===== src/rtl/sp_mem_port_arbiter.sv =====
// -----------------------------------------------------------------------------
// sp_mem_port_arbiter
//
// Shares one single-port memory request port between NUM_REQ requesters.
// The memory side uses request/grant with a fixed one-cycle read latency.
// One requester is selected per cycle. If the memory withholds its grant,
// that selection is locked (HOLD) until the grant arrives. The registered
// response is then routed back to the requester that issued the transfer.
//
// Handshake: a transfer happens in the cycle where mem_req_o & mem_gnt_i is
// high. The winning requester sees gnt_o[k] in that same cycle. The requester
// keeps req/addr/we/be/wdata stable from raising req_i[k] until gnt_o[k].
// rvalid_o[k] pulses exactly one cycle after the grant, and rdata_o carries
// mem_rdata_i in that cycle.
//
// Configuration macro: SP_MEM_ARB_RR_EN
//   defined   - round-robin; the search starts after the last granted port
//   undefined - fixed priority; the lowest index wins and there is no pointer
//
// Ports:
//   clk, rst        clock, asynchronous active-high reset
//   req_i/gnt_o     per-requester request / one-hot grant
//   addr_i, we_i, be_i, wdata_i   packed per-requester payloads
//   rvalid_o        one-hot response valid, one cycle after the grant
//   rdata_o         shared read data (mem_rdata_i passed through)
//   mem_*           single-port memory request interface
//   dbg_state_o     current FSM state (0 = ARB, 1 = HOLD)
// -----------------------------------------------------------------------------
module sp_mem_port_arbiter #(
  parameter int NUM_REQ    = 2,
  parameter int ADDR_WIDTH = 10,
  parameter int DATA_WIDTH = 64
) (
  input  logic                             clk,
  input  logic                             rst,
  input  logic [NUM_REQ-1:0]               req_i,
  output logic [NUM_REQ-1:0]               gnt_o,
  input  logic [NUM_REQ*ADDR_WIDTH-1:0]    addr_i,
  input  logic [NUM_REQ-1:0]               we_i,
  input  logic [NUM_REQ*DATA_WIDTH/8-1:0]  be_i,
  input  logic [NUM_REQ*DATA_WIDTH-1:0]    wdata_i,
  output logic [NUM_REQ-1:0]               rvalid_o,
  output logic [DATA_WIDTH-1:0]            rdata_o,
  output logic                             mem_req_o,
  input  logic                             mem_gnt_i,
  output logic [ADDR_WIDTH-1:0]            mem_addr_o,
  output logic                             mem_we_o,
  output logic [DATA_WIDTH/8-1:0]          mem_be_o,
  output logic [DATA_WIDTH-1:0]            mem_wdata_o,
  input  logic [DATA_WIDTH-1:0]            mem_rdata_i,
  output logic                             dbg_state_o
);

  localparam int BE_W = DATA_WIDTH / 8;
  localparam int IDW  = (NUM_REQ > 2) ? $clog2(NUM_REQ) : 1;

  typedef enum logic {
    ST_ARB  = 1'b0,
    ST_HOLD = 1'b1
  } state_t;

  state_t         r_state;
  state_t         w_state_nxt;
  logic [IDW-1:0] r_held_id;
  logic           r_resp_valid;
  logic [IDW-1:0] r_resp_id;

  logic [IDW-1:0] w_arb_id;
  logic [IDW-1:0] w_sel;
  logic           w_mem_req;
  logic           w_xfer;

  // ---------------------------------------------------------------------------
  // Selection in ARB
  // ---------------------------------------------------------------------------
`ifdef SP_MEM_ARB_RR_EN
  logic [IDW-1:0] r_ptr;
  logic [IDW:0]   w_sum;
  logic [IDW-1:0] w_cand;

  // The loop walks from the farthest offset to the nearest one, so the last
  // hit is the first requester after r_ptr in wrap-around order. The wrap is
  // modulo NUM_REQ, which need not be a power of two.
  always_comb begin
    w_arb_id = '0;
    w_sum    = '0;
    w_cand   = '0;
    for (int i = NUM_REQ; i >= 1; i--) begin
      w_sum = {1'b0, r_ptr} + (IDW+1)'(i);
      if (w_sum >= (IDW+1)'(NUM_REQ)) begin
        w_sum = w_sum - (IDW+1)'(NUM_REQ);
      end
      w_cand = w_sum[IDW-1:0];
      if (req_i[w_cand]) begin
        w_arb_id = w_cand;
      end
    end
  end

  // Reset value NUM_REQ-1 gives port 0 first priority.
  always_ff @(posedge clk or posedge rst) begin
    if (rst) begin
      r_ptr <= IDW'(NUM_REQ - 1);
    end else if (w_xfer) begin
      r_ptr <= w_sel;
    end
  end
`else
  // Fixed priority: the descending walk leaves the lowest requesting index.
  always_comb begin
    w_arb_id = '0;
    for (int i = NUM_REQ - 1; i >= 0; i--) begin
      if (req_i[i]) begin
        w_arb_id = IDW'(i);
      end
    end
  end
`endif

  // ---------------------------------------------------------------------------
  // FSM: ARB computes a selection; HOLD locks it while the grant is withheld.
  // ---------------------------------------------------------------------------
  assign w_sel = (r_state == ST_HOLD) ? r_held_id : w_arb_id;

  // mem_req_o is forced low combinationally during reset.
  assign w_mem_req = rst ? 1'b0 :
                     (r_state == ST_HOLD) ? req_i[r_held_id] : (|req_i);
  assign w_xfer    = w_mem_req & mem_gnt_i;

  always_comb begin
    w_state_nxt = r_state;
    case (r_state)
      ST_ARB:  if (w_mem_req && !mem_gnt_i) w_state_nxt = ST_HOLD;
      ST_HOLD: if (mem_gnt_i)               w_state_nxt = ST_ARB;
      default: w_state_nxt = ST_ARB;
    endcase
  end

  always_ff @(posedge clk or posedge rst) begin
    if (rst) begin
      r_state      <= ST_ARB;
      r_held_id    <= '0;
      r_resp_valid <= 1'b0;
      r_resp_id    <= '0;
    end else begin
      r_state <= w_state_nxt;
      if (r_state == ST_ARB && w_mem_req && !mem_gnt_i) begin
        r_held_id <= w_sel;
      end
      r_resp_valid <= w_xfer;
      if (w_xfer) begin
        r_resp_id <= w_sel;
      end
    end
  end

  // ---------------------------------------------------------------------------
  // Payload mux, grant and response routing
  // ---------------------------------------------------------------------------
  // The payload is zero whenever no request is presented, which also gives
  // all-zero memory outputs during reset.
  always_comb begin
    mem_addr_o  = '0;
    mem_we_o    = 1'b0;
    mem_be_o    = '0;
    mem_wdata_o = '0;
    gnt_o       = '0;
    rvalid_o    = '0;
    for (int k = 0; k < NUM_REQ; k++) begin
      if (w_mem_req && w_sel == IDW'(k)) begin
        mem_addr_o  = addr_i[k*ADDR_WIDTH +: ADDR_WIDTH];
        mem_we_o    = we_i[k];
        mem_be_o    = be_i[k*BE_W +: BE_W];
        mem_wdata_o = wdata_i[k*DATA_WIDTH +: DATA_WIDTH];
      end
      gnt_o[k]    = w_xfer && (w_sel == IDW'(k));
      rvalid_o[k] = r_resp_valid && (r_resp_id == IDW'(k));
    end
  end

  assign mem_req_o   = w_mem_req;
  assign rdata_o     = mem_rdata_i;
  assign dbg_state_o = r_state;

endmodule

===== config.mk =====
export PLATFORM = sky130hd
export DESIGN_NAME = sp_mem_port_arbiter
export DESIGN_NICKNAME = d
export VERILOG_FILES = /design/src/rtl/sp_mem_port_arbiter.sv
export SDC_FILE = /design/constraint.sdc
export NUM_CORES = 1
export LEC_CHECK = 0
export CAP_MARGIN = 20
export CORE_AREA = 2 2 150 152
export DETAILED_ROUTE_END_ITERATION = 6
export DIE_AREA = 0 0 152 154
export GPL_TIMING_DRIVEN = 1
export PLACE_DENSITY_LB_ADDON = 0.3
export SLEW_MARGIN = 20
export SYNTH_ARGS = -nofsm -noshare
export SYNTH_HDL_FRONTEND = slang
export SYNTH_SLANG_ARGS = --single-unit

===== constraint.sdc =====
create_clock -name clk -period 2.5 [get_ports clk]
set_input_delay 0.25 -clock clk [delete_from_list [all_inputs] [get_ports clk]]
set_output_delay 0.25 -clock clk [all_outputs]
set_load 0.05 [all_outputs]

==> results of run 1 <==
[power groups by stage]
stage	logic [W]	registers, W	clock network, W
final	0.00129	0.0000834	0.000249
after global routing	0.00134	0.0000849	0.000256
after CTS	0.00131	0.0000836	0.000249
after detailed placement	0.00130	0.0000843	0
after global placement	0.00130	0.0000832	0
after floorplan	0.000821	0.0000864	0
[routing by layer]
| layer | track usage, % | share of wire, % | vias to the layer above | wire length (um) |
|---|---|---|---|---|
| met3 | 2.40 | 9.4 | 22 | 933 |
| met5 | 0 | 0 | - | 0 |
| met4 | 1.69 | 1.5 | 0 | 148 |
| met1 | 8.72 | 37 | 1005 | 3670 |
| li1 | - | - | 1031 | - |
| met2 | 14.0 | 52 | 170 | 5200 |
[cell families after synthesis]
family	after synthesis	synth area share, %
AND/OR/NAND/NOR	9	3.61
buffers and inverters	83	40.1
flip-flops	4	6.27
AO/OA/AOI/OAI	91	50.0
[critical path, delay by kind of cell]
kind	cells	cell delay (ns)
buffers and inverters	3	0.88
AO/OA/AOI/OAI	2	0.49
AND/OR/NAND/NOR	1	0.28
[through the flow]
step	hold WS [ns]	worst slack (ns)
final	0.313	0.298
after CTS	0.314	0.303
after floorplan	0.0543	0.480
after global placement	0.500	0.345
after global routing	0.354	0.207
after detailed placement	0.500	0.300
[area by class of cell]
class / instances / area (sq um)
tap: 280 / 350
multi-input combinational: 100 / 863
clock buffer: 3 / 75.1
fill: 2292 / 16800
timing repair buffer: 263 / 3510
inverter: 1 / 3.75
sequential: 4 / 100
[worst max path at each step]
stage                                 end  depth (start not counted)  slack [ns]   startpoint
after floorplan               mem_be_o[0]                          5        0.48  dbg_state_o
after global placement        mem_be_o[5]                          6        0.35     req_i[0]
after detailed placement  mem_wdata_o[42]                          6        0.30     req_i[0]
after CTS                 mem_wdata_o[42]                          6        0.30     req_i[0]
after global routing             mem_we_o                          6        0.21     req_i[0]
final                            mem_we_o                          6        0.30     req_i[0]
[cell usage after synthesis]
master and count:
sky130_fd_sc_hd__buf_4 70, sky130_fd_sc_hd__buf_2 4, sky130_fd_sc_hd__a21oi_1 2, sky130_fd_sc_hd__buf_6 8
sky130_fd_sc_hd__dfrtp_1 4, sky130_fd_sc_hd__and2_4 1, sky130_fd_sc_hd__a22o_1 83, sky130_fd_sc_hd__nor2b_1 1
sky130_fd_sc_hd__a2bb2oi_1 1, sky130_fd_sc_hd__inv_1 1, sky130_fd_sc_hd__or3b_1 1, sky130_fd_sc_hd__o2111a_1 1
sky130_fd_sc_hd__and3_1 1, sky130_fd_sc_hd__o21ba_1 1, sky130_fd_sc_hd__o211a_1 2, sky130_fd_sc_hd__nor2_1 1
sky130_fd_sc_hd__nor3_1 1, sky130_fd_sc_hd__a21boi_2 1, sky130_fd_sc_hd__and2_1 3
[flip-flops by register name, indices dropped and copies added, names as in the netlist]
name,count
dbg_state_o,1
r_held_id,1
r_resp_id,1
r_resp_valid,1
==> impl_metrics.tcl, run 1 <==
set metrics [dict create \
    outcome "completed" \
    comb_power_share_pct 79.6 \
    post_layout_nonfiller_instances 651 \
    drt_pre_antenna_iters 4 \
    finClkSkew_ns 0.0000504 \
    finalInstanceArea_sq_um 4900 \
    detailed_place.area_sq_um 4830 \
    cts-buffers-inserted 3 \
    dieWidth_um 152 \
    hold_path.class "primary input to async pin" \
    clk_latency_ns 0.22 \
    synthesis.nets 422 \
    htree_levels 1 \
    timing.critical_path.fanout_max 41 \
    post_cts_resized 0 \
    cap_viol_max_count 0 \
    clock_tree_from_tritoncts "yes" \
    worst-slew-pin-transition_ns 0.521 \
    drt.antenna.violating_nets 0 \
    leading_cell_type_in_the_layout_fill_and_taps_excluded "sky130_fd_sc_hd__clkdlybuf4s50_1" \
    power_frac_seq_pct 5.1 \
    setup_viol 0 \
    hold_viol_final 0 \
    post_synth_num_cell_types 19 \
    max_slew_margin_pct 65.2 \
    core.rowCount 54 \
    final_critical_path_share_of_the_clock_period_pct 88.1 \
    die_h_um 154 \
    power_w 0.00163 \
    timing.setup.tns_ns 0 \
    cts_hold_buf 0 \
    clkPwrFrac_pct 15.3 \
    peakVddDrop_uv 249 \
    most_used_cells_in_the_layout_excluding_fill_and_tap_cells "173 x sky130_fd_sc_hd__clkdlybuf4s50_1, 88 x sky130_fd_sc_hd__buf_12, 83 x sky130_fd_sc_hd__a22o_1" \
    synth_largest_type_area_fraction_pct 45.6 \
    postCtsSetupRepairBufs 0 \
    internal_power_component_w 0.000973 \
    routabilityCongestion 0.839 \
    netlist_instances 187 \
    reg2reg_slack_ns 1.12 \
    top_level_ports 388 \
    synth.area.top_cells "sky130_fd_sc_hd__a22o_1 46%, sky130_fd_sc_hd__buf_4 33%, sky130_fd_sc_hd__dfrtp_1 6.3%" \
    end_kind "output port" \
    grt_max_degree 50 \
    drcViolationCount 0 \
    avgSynthCellArea_sq_um 8.53 \
    synth_area_leader_cell "sky130_fd_sc_hd__a22o_1" \
    detail_route.vias_per_cell 3.42 \
    groute.usage.overall_pct 7.67 \
    initial_utilization_pct 7.36 \
    timing.critical_path.from_type "primary input" \
    cts.reportedPaths.clkPinSlew_ns 0.03 \
    critical_path.slowest_cell "sky130_fd_sc_hd__clkdlybuf4s50_1" \
    synth_sequential_area_ratio_pct 6.27 \
    timing_worst_setup_path_type "primary input to output port" \
    worstPathArrival_ns 1.95 \
    floorplan.core_area_sq_um 21700 \
    finalWirelength_um 9950 \
    dieArea_sq_um 23400 \
    reg2reg_depth 4 \
    cts_max_path_buffers 2 \
    synth.cell_area_sq_um 1600 \
    power.switching_w 0.000654 \
    routed_wire_length_per_instance_um 15.3 \
    final_layout_size_suffix_gt1_share_pct 25.9 \
    final_core_util_pct 22.6 \
    final_period_minus_worst_setup_slack_ns 2.20 \
    crit_required_ns 2.25 \
    ordered_cell_list_for_the_critical_path "clkdlybuf4s50_1 > a21boi_2 > and2_4 > buf_12 > a22o_1 > buf_12" \
    total_via_count_in_the_routed_design 2228 \
    grt_first_pass_wirelength_um 14600 \
    overflow 0 \
    detail_route.iter0.violations 97 \
    area_growth_pct 207 \
    dpl.cell_count 648 \
    detailed_place_hpwl_um 8620 \
    fmaxAchievable_mhz 454 \
    cts.sinks 4 \
    timing.critical_path.mode_cell "sky130_fd_sc_hd__buf_12" \
    initial_antenna_violation_count 0 \
    antenna-diode-count 0 \
    critical_path.max_stage_delay_ns 0.51 \
    clockRootBuffer "sky130_fd_sc_hd__clkbuf_16" \
    final_net_count 608 \
    grt_setup_unrepaired "no" \
    port_buffers 259 \
    yosys_warnings 0 \
    power-per-cell-area_nw_per_um2 332 \
    power_switching_share_pct 40.2 \
    worstReg2RegEnd "r_resp_id" \
    drv_slew 0 \
    first_global_vias 2366 \
    synth.ff_latch_count 4 \
    crit-reg2reg-launch "dbg_state_o" \
    total_leakage_power_nw 1.88 \
]
(Power assumes the default switching activity.)
==> run 2, diff against run 1 <==
--- a/config.mk
+++ b/config.mk
@@ -11,6 +11,7 @@
 export DIE_AREA = 0 0 152 154
 export GPL_TIMING_DRIVEN = 1
 export PLACE_DENSITY_LB_ADDON = 0.3
+export SETUP_SLACK_MARGIN = 0.4
 export SLEW_MARGIN = 20
 export SYNTH_ARGS = -nofsm -noshare
 export SYNTH_HDL_FRONTEND = slang
==> run 2 against run 1 <==
Via count up 1.9%. Sequential cell count unchanged. Critical path depth up 1. Clock power is essentially flat. Combinational power grew 3%. Sequential share of layout area fell by 0.061 points. Sequential power increased by 2%. Largest cell class unchanged. Register-to-register slack better by 0.05 ns. Global-route usage is 0.23 points higher.
==> impl_metrics.tcl, run 2 (synthesized netlist as in run 1, its figures left out) <==
set metrics [dict create \
    die_h_um 154 \
    first_global_vias 2387 \
    finClkSkew_ns 0.0000535 \
    timing.setup.tns_ns 0 \
    peakVddDrop_uv 254 \
    final_net_count 616 \
    drv_slew 0 \
    final_period_minus_worst_setup_slack_ns 2.02 \
    cts.reportedPaths.clkPinSlew_ns 0.03 \
    dieArea_sq_um 23400 \
    cts-buffers-inserted 3 \
    timing.critical_path.mode_cell "sky130_fd_sc_hd__buf_12" \
    cts_hold_buf 0 \
    clk_latency_ns 0.22 \
    groute.usage.overall_pct 7.90 \
    leading_cell_type_in_the_layout_fill_and_taps_excluded "sky130_fd_sc_hd__clkdlybuf4s50_1" \
    reg2reg_depth 5 \
    drt_pre_antenna_iters 4 \
    core.rowCount 54 \
    drcViolationCount 0 \
    clock_tree_from_tritoncts "yes" \
    grt_setup_unrepaired "no" \
    final_critical_path_share_of_the_clock_period_pct 80.6 \
    outcome "completed" \
    cts.sinks 4 \
    cap_viol_max_count 0 \
    setup_viol 0 \
    max_slew_margin_pct 65.2 \
    crit_family "buffers and inverters" \
    end_kind "output port" \
    hold_path.class "primary input to async pin" \
    critical_path.slowest_cell "sky130_fd_sc_hd__clkdlybuf4s50_1" \
    port_buffers 259 \
    critical_path.max_stage_delay_ns 0.50 \
    timing.critical_path.fanout_max 17 \
    clockRootBuffer "sky130_fd_sc_hd__clkbuf_16" \
    detail_route.vias_per_cell 3.45 \
    htree_levels 1 \
    grt_first_pass_wirelength_um 14900 \
    hold_viol_final 0 \
    cts_max_path_buffers 2 \
    top_level_ports 388 \
    antenna-diode-count 0 \
    crit_buf_inv 5 \
    initial_antenna_violation_count 0 \
    initial_utilization_pct 7.36 \
    floorplan.core_area_sq_um 21700 \
    area_growth_pct 217 \
    post-route-worst-setup-slack_ns 0.485 \
    most_used_cells_in_the_layout_excluding_fill_and_tap_cells "172 x sky130_fd_sc_hd__clkdlybuf4s50_1, 90 x sky130_fd_sc_hd__buf_12, 83 x sky130_fd_sc_hd__a22o_1" \
    worst-slew-pin-transition_ns 0.521 \
    timing_worst_setup_path_type "primary input to output port" \
    fmaxAchievable_mhz 496 \
    ordered_cell_list_for_the_critical_path "clkdlybuf4s50_1 > inv_2 > and2_4 > buf_12 > clkbuf_16 > a22o_1 > buf_12" \
    total_via_count_in_the_routed_design 2271 \
    grt_max_degree 50 \
    finalWirelength_um 10600 \
    detail_route.iter0.violations 83 \
    power-per-cell-area_nw_per_um2 330 \
    dp_worst_setup_slack_ns 0.300 \
    routed_wire_length_per_instance_um 16.0 \
    total_leakage_power_nw 1.96 \
    drt.antenna.violating_nets 0 \
    dieWidth_um 152 \
    timing.critical_path.from_type "primary input" \
    final_layout_size_suffix_gt1_share_pct 27.7 \
    crit_required_ns 2.25 \
    overflow 0 \
    worstPathArrival_ns 1.77 \
    worstSetupPathDepth 7 \
    detailed_place_hpwl_um 8620 \
    routabilityCongestion 0.839 \
]
run 2: layout make-up:
cell class                      instances  area [sq um]
Clock buffer                            3          75.1
Fill cell                            2278         16600
Inverter                                1          3.75
Multi-Input combinational cell        100           871
Sequential cell                         4           100
Tap cell                              280           350
Timing Repair Buffer                  271          3650
run 2: power by group:
group | total (W) | switching (W) | internal (W)
clock network | 0.000249 | 0.0000448 | 0.000204
logic | 0.00133 | 0.000611 | 0.000723
registers | 0.0000850 | 0.0000110 | 0.0000741
run 2: routing by layer:
layer,global-route usage [%],vias to the layer above,wire (um)
met3,2.40,22,888
met1,8.86,1037,4020
met4,1.69,0,148
met5,0,-,0
li1,-,1048,-
met2,14.7,164,5510
run 2: worst paths after layout:
kind / start / end / slack, ns
max: rst / mem_wdata_o[59] / 0.48
min: rst / r_resp_id / 0.28
max reg2reg: dbg_state_o / r_resp_id / 1.17
min reg2reg: r_resp_id / r_resp_id / 0.57
max in group asynchronous: rst / r_held_id / 2.06
min in group clk: req_i[0] / r_held_id / 0.31
run 2: per-stage QoR:
step / util [%] / total power, W / std cells / instance area, sq um / hold slack, ns
floorplan: - / 0.000907 / 187 / 1600 / 0.0543
global placement: 22.3 / 0.00138 / 648 / 4830 / 0.500
finish: 23.3 / 0.00167 / 659 / 5050 / 0.280
global route: 23.3 / 0.00173 / 659 / 5050 / 0.310
CTS: 22.8 / 0.00165 / 653 / 4940 / 0.314
detailed placement: 22.3 / 0.00139 / 648 / 4830 / 0.500
run 2: timing repair:
action | in CTS | in global routing
setup endpoints to repair | 74 | 72
resized for setup | 2 | 2
buffers inserted | 1 | 4
cloned | 1 | 2
pin swaps | 0 | 1
